==> config.mk <==
export PLATFORM = sky130hd
export DESIGN_NAME = fp_mul_arbiter
export DESIGN_NICKNAME = d
export VERILOG_FILES = /design/src/rtl/fp_mul_arbiter.sv
export SDC_FILE = /design/constraint.sdc
export NUM_CORES = 1
export LEC_CHECK = 0
export BUFFER_PORTS_ARGS = -buffer_cell sky130_fd_sc_hd__buf_2
export CORE_AREA = 2 2 157 159
export DETAILED_ROUTE_END_ITERATION = 6
export DIE_AREA = 0 0 159 161
export SYNTH_ARGS = -nofsm -noshare
export SYNTH_HDL_FRONTEND = slang
export SYNTH_SLANG_ARGS = --single-unit
export TNS_END_PERCENT = 30
==> constraint.sdc <==
create_clock -name clk -period 3.04 [get_ports clk]
set_input_delay 0.608 -clock clk [delete_from_list [all_inputs] [get_ports clk]]
set_output_delay 0.608 -clock clk [all_outputs]
set_load 0.1 [all_outputs]
==> src/rtl/fp_mul_arbiter.sv <==
`timescale 1ns/1ps
// fp_mul_arbiter: round-robin sharing of one FP multiplier among N_REQ
// requesters. Captures operands at accept, pulses start, waits for done
// (or a watchdog expiry) and returns product plus sticky flags.
module fp_mul_arbiter #(
  parameter int N_REQ   = 4,
  parameter int TIMEOUT = 16
) (
  input  logic                clk,
  input  logic                rst_n,
  input  logic [N_REQ-1:0]    req_valid_i,
  output logic [N_REQ-1:0]    req_ready_o,
  input  logic [32*N_REQ-1:0] req_a_i,
  input  logic [32*N_REQ-1:0] req_b_i,
  output logic [N_REQ-1:0]    rsp_valid_o,
  output logic [31:0]         rsp_product_o,
  output logic [4:0]          rsp_flags_o,
  output logic                busy_o,
  output logic                mul_start_o,
  output logic [31:0]         mul_a_o,
  output logic [31:0]         mul_b_o,
  input  logic [31:0]         mul_product_i,
  input  logic                mul_done_i,
  input  logic                mul_nan_i,
  input  logic                mul_inf_i,
  input  logic                mul_ovf_i,
  input  logic                mul_unf_i
);

  localparam int PW = $clog2(N_REQ);
  localparam int CW = $clog2(TIMEOUT);
  localparam logic [CW-1:0] CNT_LAST = CW'(TIMEOUT - 1);
  localparam logic [PW:0]   N_REQ_W  = (PW+1)'(N_REQ);
  localparam logic [PW-1:0] LAST_REQ = PW'(N_REQ - 1);

  typedef enum logic [1:0] {S_IDLE, S_ISSUE, S_WAIT, S_RESP} state_e;

  state_e          state_q, state_d;
  logic [PW-1:0]   rr_ptr_q, rr_ptr_d;
  logic [PW-1:0]   gnt_q, gnt_d;
  logic [31:0]     a_q, a_d, b_q, b_d;
  logic [31:0]     product_q, product_d;
  logic [4:0]      flags_q, flags_d;
  logic [3:0]      acc_q, acc_d;
  logic [CW-1:0]   cnt_q, cnt_d;

  logic            gnt_found;
  logic [PW-1:0]   gnt_idx;
  logic [PW:0]     scan_sum;
  logic [31:0]     req_a_arr [N_REQ];
  logic [31:0]     req_b_arr [N_REQ];

  for (genvar k = 0; k < N_REQ; k++) begin : g_unpack
    assign req_a_arr[k] = req_a_i[32*k +: 32];
    assign req_b_arr[k] = req_b_i[32*k +: 32];
  end

  // Round-robin search: first valid requester at or above rr_ptr, wrapping.
  always_comb begin
    gnt_found = 1'b0;
    gnt_idx   = '0;
    scan_sum  = '0;
    for (int unsigned i = 0; i < N_REQ; i++) begin
      scan_sum = {1'b0, rr_ptr_q} + (PW+1)'(i);
      if (scan_sum >= N_REQ_W) scan_sum = scan_sum - N_REQ_W;
      if (!gnt_found && req_valid_i[scan_sum[PW-1:0]]) begin
        gnt_found = 1'b1;
        gnt_idx   = scan_sum[PW-1:0];
      end
    end
  end

  // State register.
  always_ff @(posedge clk or negedge rst_n) begin
    if (!rst_n) state_q <= S_IDLE;
    else        state_q <= state_d;
  end

  // Next-state logic; done takes priority over watchdog expiry.
  always_comb begin
    state_d = state_q;
    case (state_q)
      S_IDLE:  if (gnt_found) state_d = S_ISSUE;
      S_ISSUE: state_d = S_WAIT;
      S_WAIT:  if (mul_done_i || (cnt_q == CNT_LAST)) state_d = S_RESP;
      S_RESP:  state_d = S_IDLE;
      default: state_d = S_IDLE;
    endcase
  end

  // Datapath next values: operand capture, flag accumulation, watchdog, pointer.
  always_comb begin
    rr_ptr_d  = rr_ptr_q;
    gnt_d     = gnt_q;
    a_d       = a_q;
    b_d       = b_q;
    acc_d     = acc_q;
    cnt_d     = cnt_q;
    product_d = product_q;
    flags_d   = flags_q;
    case (state_q)
      S_IDLE: begin
        if (gnt_found) begin
          gnt_d = gnt_idx;
          a_d   = req_a_arr[gnt_idx];
          b_d   = req_b_arr[gnt_idx];
          acc_d = '0;
        end
      end
      S_ISSUE: cnt_d = '0;
      S_WAIT: begin
        acc_d = acc_q | {mul_unf_i, mul_ovf_i, mul_inf_i, mul_nan_i};
        if (mul_done_i) begin
          product_d = mul_product_i;
          flags_d   = {1'b0, acc_d};
        end else if (cnt_q == CNT_LAST) begin
          product_d = '0;
          flags_d   = {1'b1, acc_d};
        end else begin
          cnt_d = cnt_q + 1'b1;
        end
      end
      S_RESP: rr_ptr_d = (gnt_q == LAST_REQ) ? '0 : gnt_q + 1'b1;
      default: ;
    endcase
  end

  // Datapath registers.
  always_ff @(posedge clk or negedge rst_n) begin
    if (!rst_n) begin
      rr_ptr_q  <= '0;
      gnt_q     <= '0;
      a_q       <= '0;
      b_q       <= '0;
      acc_q     <= '0;
      cnt_q     <= '0;
      product_q <= '0;
      flags_q   <= '0;
    end else begin
      rr_ptr_q  <= rr_ptr_d;
      gnt_q     <= gnt_d;
      a_q       <= a_d;
      b_q       <= b_d;
      acc_q     <= acc_d;
      cnt_q     <= cnt_d;
      product_q <= product_d;
      flags_q   <= flags_d;
    end
  end

  // Outputs decoded from state. The accept strobe is combinational from IDLE,
  // which is also the reset state, so it is gated by rst_n to stay 0 in reset.
  always_comb begin
    req_ready_o = '0;
    rsp_valid_o = '0;
    mul_start_o = 1'b0;
    busy_o      = (state_q != S_IDLE);
    case (state_q)
      S_IDLE:  if (gnt_found && rst_n) req_ready_o[gnt_idx] = 1'b1;
      S_ISSUE: mul_start_o = 1'b1;
      S_RESP:  rsp_valid_o[gnt_q] = 1'b1;
      default: ;
    endcase
  end

  assign mul_a_o       = a_q;
  assign mul_b_o       = b_q;
  assign rsp_product_o = product_q;
  assign rsp_flags_o   = flags_q;

endmodule

# ---- Yosys cells after proc, flatten, opt, wreduce, memory -nomap -nowiden
# Index checks and enable logic that the tools add are counted.
dict set report totals {
  reg_bits 115
  latch_bits 0
  mem_bits_rw 0
  rom_bits 0
  output_inout_bits 111
  mem_count 0
}
dict set report op_classes {
  addsub 9
  multipliers 0
  div 0
  n_lt_le_gt_ge 13
  eq_ne 9
  shift 0
  n_mux 47
  n_bitwise 2
  reduce_logical 20
}
# cell count
set op_table {}
lappend op_table {{$mux W32} 6}
lappend op_table {{$bmux W32 S2} 2}
lappend op_table {{$mux W4} 6}
lappend op_table {{$mux W2} 11}
lappend op_table {{$lt A2 B3 Y1 const B} 6}
lappend op_table {{$pmux W4 S2} 2}
lappend op_table {{$ge A3 B3 Y1 const B} 4}
lappend op_table {{$mux W1} 11}
lappend op_table {{$mux W5} 2}
lappend op_table {{$bmux W1 S2} 4}
lappend op_table {{$ne A2 B2 Y1 const B} 4}
lappend op_table {{$pmux W2 S4} 1}
lappend op_table {{$reduce_and A2 Y1} 4}
lappend op_table {{$reduce_bool A2 Y1} 4}
lappend op_table {{$sub A2 B1 Y2 const B} 4}
lappend op_table {{$add A2 B2 Y3 const B} 2}
lappend op_table {{$eq A2 B2 Y1 const B} 3}
lappend op_table {{$logic_and A1 B1 Y1} 6}
lappend op_table {{$add A4 B1 Y4 const B} 1}
lappend op_table {{$demux W1 S2} 2}
lappend op_table {{$eq A4 B4 Y1 const B} 1}
lappend op_table {{$ge A2 B1 Y1 const B} 2}
lappend op_table {{$or A4 B4 Y4} 1}
lappend op_table {{$add A2 B1 Y3 const B} 1}
lappend op_table {{other kinds (8)} 10}

# ---- Logic depth before layout (Yosys ltp)
# Gate-level depths: netlist (run 1).
dict set report depth {
  word_depth 20
  mapped_depth 8
  ltp_nobuf 6
}

# ---- Worst setup path after synthesis (run 1)
# Ideal clock, no wire load.
dict set report synth_timing {
  kind {flip-flop to output port}
  from {register state_q[0]}
  to {output port req_ready_o[2]}
  t_arrival_ns 3.210
  required_time_ns 2.432
  slack_ns -0.778
  stages_incl_launch_ff 9
  path_cell_list {dfrtp_1 > inv_1 > ha_1 > inv_1 > nor2_1 > buf_2 > buf_2 > nand2_1 > nor2_1}
}
dict set report synth_between {
  elab_chain_len 2
}
# element line
set synth_lines {}
lappend synth_lines {{start: declaration} 38} ;# state_e state_q, state_d;
lappend synth_lines {{start signal: assignment} 76} ;# else state_q <= state_d;
lappend synth_lines {{$logic_not A2 Y1} 158} ;# case (state_q)
lappend synth_lines {{$mux W4} 158}
lappend synth_lines {{end: declaration} 12} ;# output logic [N_REQ-1:0] req_ready_o,
# No other way between the ends.

# ---- Worst setup path after layout (run 1)
# Ends and elaborated chain as after synthesis.

==> impl_metrics.tcl, run 1 <==
set metrics [dict create \
    synth_top_cell_by_area "dfrtp_1" \
    firstDrtPassIters 5 \
    final_common_cell "buf_2" \
    wl_per_cell_um 19.4 \
    drv_slew 0 \
    grtUsageMet1_pct 26.7 \
    synth_area_um2 6540 \
    drc 0 \
    cts_root_buffer "clkbuf_16" \
    fp.dieH_um 161 \
    fin_crit_sh_pct 89.8 \
    relSlewSlack_pct 21.0 \
    critPathKind "reg2out" \
    rows 57 \
    hold_viol 0 \
    cts_tree "done" \
    postCtsResizedCells 0 \
    antenna_found_initial 1 \
    post-route-min-period_ns 2.73 \
    crit_slowest_cell "dfrtp_1" \
    crit_family "buffers and inverters" \
    status "completed" \
    synth_fp_nets 1028 \
    design_area_um2 9550 \
    setup_tns_ns 0 \
    syn_avg_cell_area_um2 9.09 \
    layout_common_cells "404 x buf_2, 115 x dfrtp_1, 71 x nor2_1" \
    drt-vias-per-instance 5.27 \
    synth_cell_type_count 37 \
    grtUsageMet2_pct 34.5 \
    synth_area_leaders "dfrtp_1 44%, a22oi_1 7.5%, o211ai_1 7.5%" \
    drt_iter0_markers 599 \
    holdWs_ns 0.424 \
    synthAdderAreaFrac_pct 1.72 \
    drive_gt1_share_pct 43.6 \
    setup_viol 0 \
    ant_nets 0 \
    syn_inst 720 \
    synth-simple-area-share_pct 13.8 \
    numPortBuffers 409 \
    clk_path_buf_depth 2 \
    synth-seq-cells 115 \
    grt_usage_pct 20.8 \
    crit_required_ns 2.43 \
    max_slew.worst_pin.slew_ns 1.18 \
    path_cells "inv_1, ha_2, clkinvlp_4, nor2_4, buf_12, nand2_1, nor2_4, buf_12" \
    grt_pass1_wl_um 42000 \
    start_util_pct 27.3 \
    synth_top_family_by_area "compound AO/OA/AOI/OAI gates" \
    fin_worst_skew_ns 0.0133 \
    cap_violations 0 \
    grt_pass1_vias 7268 \
    fmax_mhz 366 \
    io-pin-count 410 \
    met3_usage_pct 4.93 \
    critPathLaunchType "flip-flop" \
    cpPeakStageDelay_ns 0.42 \
    placed_cells 1388 \
    dr_total_vias 7510 \
    netlist.area_leader.share_pct 44.0 \
    rsz0062_at_grt "no" \
    cts_sinks 115 \
    grt_start_max_net_pins 70 \
    wl_um 27700 \
    area_growth_pct 46.0 \
    end_kind "output port" \
    clk_latency_ns 0.41 \
    cp_max_fo 6 \
    placed_cell_area_um2 8890 \
    yosysSeqAreaShare_pct 44.0 \
    numCtsBuffers 17 \
    worstHoldPathType "in2reg" \
    arrival_ns 2.12 \
    synthXorXnorAreaFrac_pct 0.268 \
    hpwlAfterDp_um 19000 \
    critPathBufInv 4 \
    yosysWarnings 0 \
    path_clk_slew_ns 0.07 \
    layout.cells.non_filler 1426 \
    dieArea_um2 25600 \
    synth.mux.area_fraction_pct 0 \
    fin_nets 1396 \
    busiest_layer "met2" \
    gp_congestion 0.840 \
    die_w_um 159 \
    overflow 0 \
    h-tree-depth 4 \
    coreArea_um2 24000 \
    synth_compound_area_share_pct 33.5 \
]
## cell usage after synthesis
master and instances:
dfrtp_1 115, nor2_1 74, a21oi_1 70, and3_1 67
a22oi_1 65, a31oi_1 65, o211ai_1 65, clkbuf_1 48
a22o_1 36, buf_2 26, nand2_1 11, o21ai_0 10
ha_1 9, inv_1 8, nand3_1 6, and2_1 5
buf_4 5, buf_6 5, o21ai_1 5, nand2b_1 4
nor2b_1 3, or2_2 2, xor2_1 2, a211o_1 1
a21boi_0 1, a2bb2oi_1 1, and4b_1 1, buf_1 1
nand3b_1 1, nor3_1 1, nor4_4 1, o211a_1 1
o21a_1 1, o21bai_1 1, o221ai_1 1, o22a_1 1
or3_1 1
## final timing paths
check	to	slack [ns]	depth (start not counted)	from
setup / recovery	req_ready_o[2]	0.31	8	state_q[0]
hold / removal	rsp_product_o[9]	0.42	2	mul_product_i[9]
setup reg to reg	mul_a_o[2]	0.77	9	state_q[0]
max in group asynchronous	mul_b_o[10]	1.33	3	rst_n
min in group asynchronous	mul_a_o[17]	0.57	2	rst_n
hold reg to reg	rsp_flags_o[1]	0.48	2	rsp_flags_o[1]
## cell families after synthesis
group,count (synthesis)
AOI/OAI and AO/OA,324
xor gates and xnor gates,2
adders and majority gates,9
buffers and inverters,93
DFF,115
and+or+nand+nor,177
## layout make-up
type                    instances  area (um^2)
diodes                          1         2.50
clock buffers                  17          425
clock inverters                15          184
fillers                      2470        14400
inverters                       8         33.8
multi-input cells             513         3310
flip-flops and latches        115         2880
well taps                     324          405
repair buffers                433         2320
## timing repair
action	4_1_cts	5_1_grt
hold buffers	1	0
endpoints found under the setup margin	4	0
buffers inserted	3	0
endpoints found under the hold margin	7	0
## metrics by stage
step / utilization (%) / worst slack, ns
after floorplan: - / 0.0154
after global placement: 37.1 / -0.0455
after detailed placement: 37.1 / -0.0130
after CTS: 39.9 / 0.262
after global routing: 39.9 / 0.153
final: 39.9 / 0.310
## registers in the layout, summed over array words and instances (netlist names)
| register | flops |
|---|---|
| acc_q | 4 |
| rr_ptr_q | 2 |
| mul_a_o | 32 |
| state_q | 2 |
| rsp_product_o | 32 |
| cnt_q | 4 |
| mul_b_o | 32 |
| rsp_flags_o | 5 |
| gnt_q | 2 |
## metal layers
metal / part of all wire [%] / wire (um)
met1: 41 / 11400
met4: 2.5 / 692
met5: 0 / 0
met3: 7.5 / 2090
met2: 49 / 13500
Power of run 1 is left out: the tool's default activity adds up to more than one toggle a clock period on the data nets, which glitch-free logic cannot reach.
==> run 2, diff against run 1 <==
==> constraint.sdc (replaced) <==
create_clock -name clk -period 3.54 [get_ports clk]
set_input_delay 0.708 -clock clk [delete_from_list [all_inputs] [get_ports clk]]
set_output_delay 0.708 -clock clk [all_outputs]
set_load 0.1 [all_outputs]
==> run 2 against run 1 <==
Critical path depth fell by 1. Worst hold slack got worse by 0.31 ns. Wire length is 1.7% lower. Final area decreased by 0.51%. Largest cell class unchanged.
==> impl_metrics.tcl, run 2 (synthesis gave the netlist of run 1 again) <==
set metrics [dict create \
    ctsHoldBuffers 0 \
    drt_iter0_markers 617 \
    cp_max_fo 5 \
    cts_sinks 115 \
    hold_viol 0 \
    numPortBuffers 409 \
    drc 0 \
    setup_viol 0 \
    gp_congestion 0.863 \
    drv_slew 0 \
    post-cts-setup-buffers 0 \
    worstHoldPathType "in2async" \
    antenna_found_initial 3 \
    cts_root_buffer "clkbuf_16" \
    start_util_pct 27.3 \
    post-route-min-period_ns 2.66 \
    clk_latency_ns 0.41 \
    fin_nets 1390 \
    cts_tree "done" \
    layout_common_cells "404 x buf_2, 115 x dfrtp_1, 73 x nor2_1" \
    cap_violations 0 \
    io-pin-count 410 \
    die_w_um 159 \
    ant_nets 0 \
    wl_per_cell_um 19.2 \
    firstDrtPassIters 5 \
    dieArea_um2 25600 \
    rsz0062_at_grt "no" \
    fp.dieH_um 161 \
    max_slew.worst_pin.slew_ns 0.897 \
    status "completed" \
    fmax_mhz 375 \
    numCtsBuffers 17 \
    grt_usage_pct 20.4 \
    path_clk_slew_ns 0.06 \
    grt_pass1_wl_um 41400 \
    h-tree-depth 4 \
    clk_path_buf_depth 2 \
    hpwlAfterDp_um 19300 \
    fin_worst_skew_ns 0.00958 \
    end_kind "output port" \
    area_growth_pct 45.3 \
    drive_gt1_share_pct 43.0 \
    final_common_cell "buf_2" \
    critPathLaunchType "flip-flop" \
    worstRegToRegCells 6 \
    coreArea_um2 24000 \
    rows 57 \
    ff2ff_setup_slack_ns 1.41 \
    critPathKind "reg2out" \
    holdWs_ns 0.114 \
    antenna_cells 0 \
    dr_total_vias 7537 \
    relSlewSlack_pct 40.2 \
    postCtsResizedCells 0 \
    crit_required_ns 2.83 \
    fin_crit_sh_pct 75.3 \
    overflow 0 \
    arrival_ns 1.96 \
    grt_pass1_vias 7370 \
    wl_um 27200 \
    grt_start_max_net_pins 71 \
    drt-vias-per-instance 5.31 \
]
-- run 2: changes by cell type in the layout (fill, tap and decap cells not counted), sizes merged --
cell         delta
dlygate4sd3     -1
inv             -2
nor2            -1
clkinv          +2
clkinvlp        -2
buf             -4
bufinv          +2
diode           -1
-- run 2: critical path: stages, from the launching register on --
cell	delay, ns
dfrtp_1	0.41
inv_1	0.09
ha_1	0.25
inv_1	0.12
nor2_4	0.17
nand2_1	0.09
nor2_1	0.20
buf_12	0.21
-- run 2: layout make-up --
class | instances | area, um^2
Clock buffer | 17 | 425
Clock inverter | 15 | 218
Fill cell | 2481 | 14500
Inverter | 8 | 30.0
Multi-Input combinational cell | 512 | 3280
Sequential cell | 115 | 2880
Tap cell | 324 | 405
Timing Repair Buffer | 428 | 2260
-- run 2: worst paths after layout --
check	start	endpoint
worst max-delay path	state_q[0]	req_ready_o[2]
worst min-delay path	rst_n	mul_a_o[22]
worst max register to register	rr_ptr_q[0]	mul_a_o[20]
worst min register to register	rsp_flags_o[0]	rsp_flags_o[0]
max in group asynchronous	rst_n	mul_b_o[8]
min in group clk	rsp_flags_o[0]	rsp_flags_o[0]
-- run 2: metrics by stage --
stage / cells / util (%) / area [um^2] / setup TNS, ns / setup slack [ns]
CTS: 1419 / 39.7 / 9500 / 0 / 0.812
global route: 1419 / 39.7 / 9500 / 0 / 0.725
floorplan: 720 / - / 6540 / -0.756 / -0.378
global placement: 1387 / 37.0 / 8860 / 0 / 0.934
detailed placement: 1387 / 37.0 / 8860 / 0 / 0.921
finish: 1419 / 39.7 / 9500 / 0 / 0.875
-- run 2: routing by layer --
metal,global-route usage [%],up-vias,share of wire (%)
li1,-,3471,-
met3,4.73,60,8.3
met4,7.44,6,2.8
met2,34.4,456,49
met5,0,-,0.14
met1,25.8,3544,39
Power of run 2 is left out for the same reason.
==> run 3, diff against run 2 <==
--- a/config.mk
+++ b/config.mk
@@ -5,10 +5,11 @@
 export SDC_FILE = /design/constraint.sdc
 export NUM_CORES = 1
 export LEC_CHECK = 0
+export ABC_AREA = 1
 export BUFFER_PORTS_ARGS = -buffer_cell sky130_fd_sc_hd__buf_2
-export CORE_AREA = 2 2 157 159
+export CORE_AREA = 2 2 161 163
 export DETAILED_ROUTE_END_ITERATION = 6
-export DIE_AREA = 0 0 159 161
+export DIE_AREA = 0 0 163 165
 export SYNTH_ARGS = -nofsm -noshare
 export SYNTH_HDL_FRONTEND = slang
 export SYNTH_SLANG_ARGS = --single-unit
==> constraint.sdc (replaced) <==
create_clock -name clk -period 2.54 [get_ports clk]
set_input_delay 0.508 -clock clk [delete_from_list [all_inputs] [get_ports clk]]
set_output_delay 0.508 -clock clk [all_outputs]
set_load 0.1 [all_outputs]
==> run 3 against run 2 <==
The flow now finishes with violations (negative setup slack). Worst setup slack worse by 1.1 ns. Worst hold slack better by 0.15 ns. Global-route usage rose by 0.38 points. Non-clock buffer count rose by 20. Register-to-register slack got worse by 1.3 ns. Utilization is 3.5 points higher. Critical path type unchanged. Critical endpoint is now req_ready_o[0].
==> impl_metrics.tcl, run 3 <==
set metrics [dict create \
    netlist.area_leader.share_pct 37.9 \
    critPathBufInv 3 \
    critPathLaunchType "flip-flop" \
    firstDrtPassIters 7 \
    fin_crit_sh_pct 107 \
    drc 0 \
    path_cells "buf_6, nand2_2, nand2_2, buf_4, a31oi_1, nand3_4, nor3_4, buf_12" \
    rsz0062_at_grt "yes" \
    fin_nets 1833 \
    setup_viol 4 \
    yosysSeqAreaShare_pct 37.9 \
    multi_input_area_um2 4280 \
    relSlewSlack_pct 52.7 \
    area_growth_pct 42.6 \
    synth_cell_type_count 29 \
    pre_cts_ws_ns 0.0950 \
    synth_area_leaders "dfrtp_1 38%, nand2_1 35%, nand4_1 11%" \
    synth_top_cell_by_area "dfrtp_1" \
    ant_nets 0 \
    path_clk_slew_ns 0.06 \
    fin_worst_skew_ns 0.00934 \
    setup_tns_ns -0.682 \
    dieArea_um2 26900 \
    status "finished with violations" \
    hpwlAfterDp_um 20200 \
    holdWs_ns 0.269 \
    clk_latency_ns 0.41 \
    cts_sinks 115 \
    die_w_um 163 \
    cts_tree "done" \
    worstRegToRegCells 18 \
    h-tree-depth 4 \
    dr_total_vias 8991 \
    clk_path_buf_depth 2 \
    synth_edf_count 0 \
    grt_pass1_wl_um 44300 \
    ys.flop_type "dfrtp_1" \
    cap_violations 0 \
    critPathKind "reg2out" \
    drt_iter0_markers 394 \
    cp_common_cell "nand2_2" \
    grt_start_max_net_pins 129 \
    synth_area_um2 7590 \
    synth_fp_nets 1458 \
    fp.dieH_um 165 \
    io-pin-count 410 \
    gp_congestion 0.881 \
    numPortBuffers 409 \
    crit_slowest_cell "dfrtp_2" \
    coreArea_um2 25000 \
    numCtsBuffers 17 \
    final_common_cell "nand2_1" \
    crit_family "simple AND/OR/NAND/NOR gates" \
    path_depth 8 \
    grt_usage_pct 20.8 \
    async_flop_share_pct 100 \
    fmax_mhz 368 \
    violations "negative setup slack" \
    overflow 0 \
    arrival_ns 2.21 \
    max_slew.worst_pin.slew_ns 0.710 \
    fill_cells 2647 \
    post-route-min-period_ns 2.72 \
    worstHoldPathType "in2async" \
    syn_inst 1150 \
    drt-vias-per-instance 4.81 \
    synth.most_common_cell "nand2_1" \
    synth-seq-cells 115 \
    rows 58 \
    ys_top_cells_by_count "698 x nand2_1, 130 x nand4_1, 115 x dfrtp_1" \
    cp_max_fo 5 \
    cpPeakStageDelay_ns 0.46 \
    cts_root_buffer "clkbuf_16" \
    drive_gt1_share_pct 33.8 \
    antenna_found_initial 3 \
    layout_common_cells "683 x nand2_1, 404 x buf_2, 130 x nand4_1" \
    wl_um 28800 \
    drv_slew 0 \
    start_util_pct 30.3 \
    yosysWarnings 0 \
    crit_required_ns 2.03 \
    fin_ws_ns -0.179 \
    ff2ff_setup_slack_ns 0.08 \
    grt_pass1_vias 8551 \
    syn_avg_cell_area_um2 6.60 \
    wl_per_cell_um 15.4 \
    end_kind "output port" \
    hold_viol 0 \
    layout.area.seq_um2 2880 \
]
==> run 3: worst reg2reg max path, delay by kind of cell (launching register included) <==
kind / cells / cell delay, ns
buffers and inverters: 5 / 0.82
and+or+nand+nor: 13 / 1.10
DFF: 1 / 0.46
==> run 3: metal layers <==
metal  vias up  track usage [%]  part of all wire, %
li1       4490                -                    -
met1      4116             25.4                   42
met2       345             36.2                   50
met3        40             4.77                  6.1
met4         0             7.04                  2.0
met5         -                0                    0
==> run 3: path summary, 6_finish.rpt <==
kind / from / end
worst min register to register: mul_b_o[7] / mul_b_o[7]
worst max register to register: rr_ptr_q[0] / mul_b_o[9]
max in group asynchronous: rst_n / mul_b_o[30]
min in group clk: mul_product_i[9] / rsp_product_o[9]
worst max-delay path: rr_ptr_q[0] / req_ready_o[0]
worst min-delay path: rst_n / mul_a_o[11]
==> run 3: final cells by class <==
type / count / area share [%]
antenna: 3 / 0.0694
clock buffer: 17 / 3.93
clock inverter: 14 / 1.65
inverter: 25 / 1.05
multi-input combinational: 918 / 39.5
sequential: 115 / 26.6
tap: 330 / 3.82
timing repair buffer: 448 / 23.3
==> run 3: repair_timing <==
item | CTS | global route
setup endpoints to repair | 4 | 10
hold buffers | 0 | 0
setup buffers | 7 | 7
pin swaps | 7 | 15
gates resized for setup | 9 | 17
==> run 3: stage by stage <==
| step | util, % | std cells | area [um^2] |
|---|---|---|---|
| CTS | 42.7 | 1860 | 10700 |
| detailed placement | 40.1 | 1822 | 10000 |
| finish | 43.2 | 1870 | 10800 |
| floorplan | - | 1150 | 7670 |
| global placement | 40.1 | 1822 | 10000 |
| global route | 43.2 | 1870 | 10800 |
==> run 3: logic make-up (layout without fill, tap and decap cells) <==
group	Yosys count	in the layout	synth area share [%]
AOI/OAI and AO/OA	53	53	5.29
DFF	115	115	37.9
adders and majority gates	9	9	1.48
and+or+nand+nor	854	854	47.2
other	0	3	0
buffers and inverters	117	504	7.85
xor gates and xnor gates	2	2	0.231
Power of run 3 is left out for the same reason.
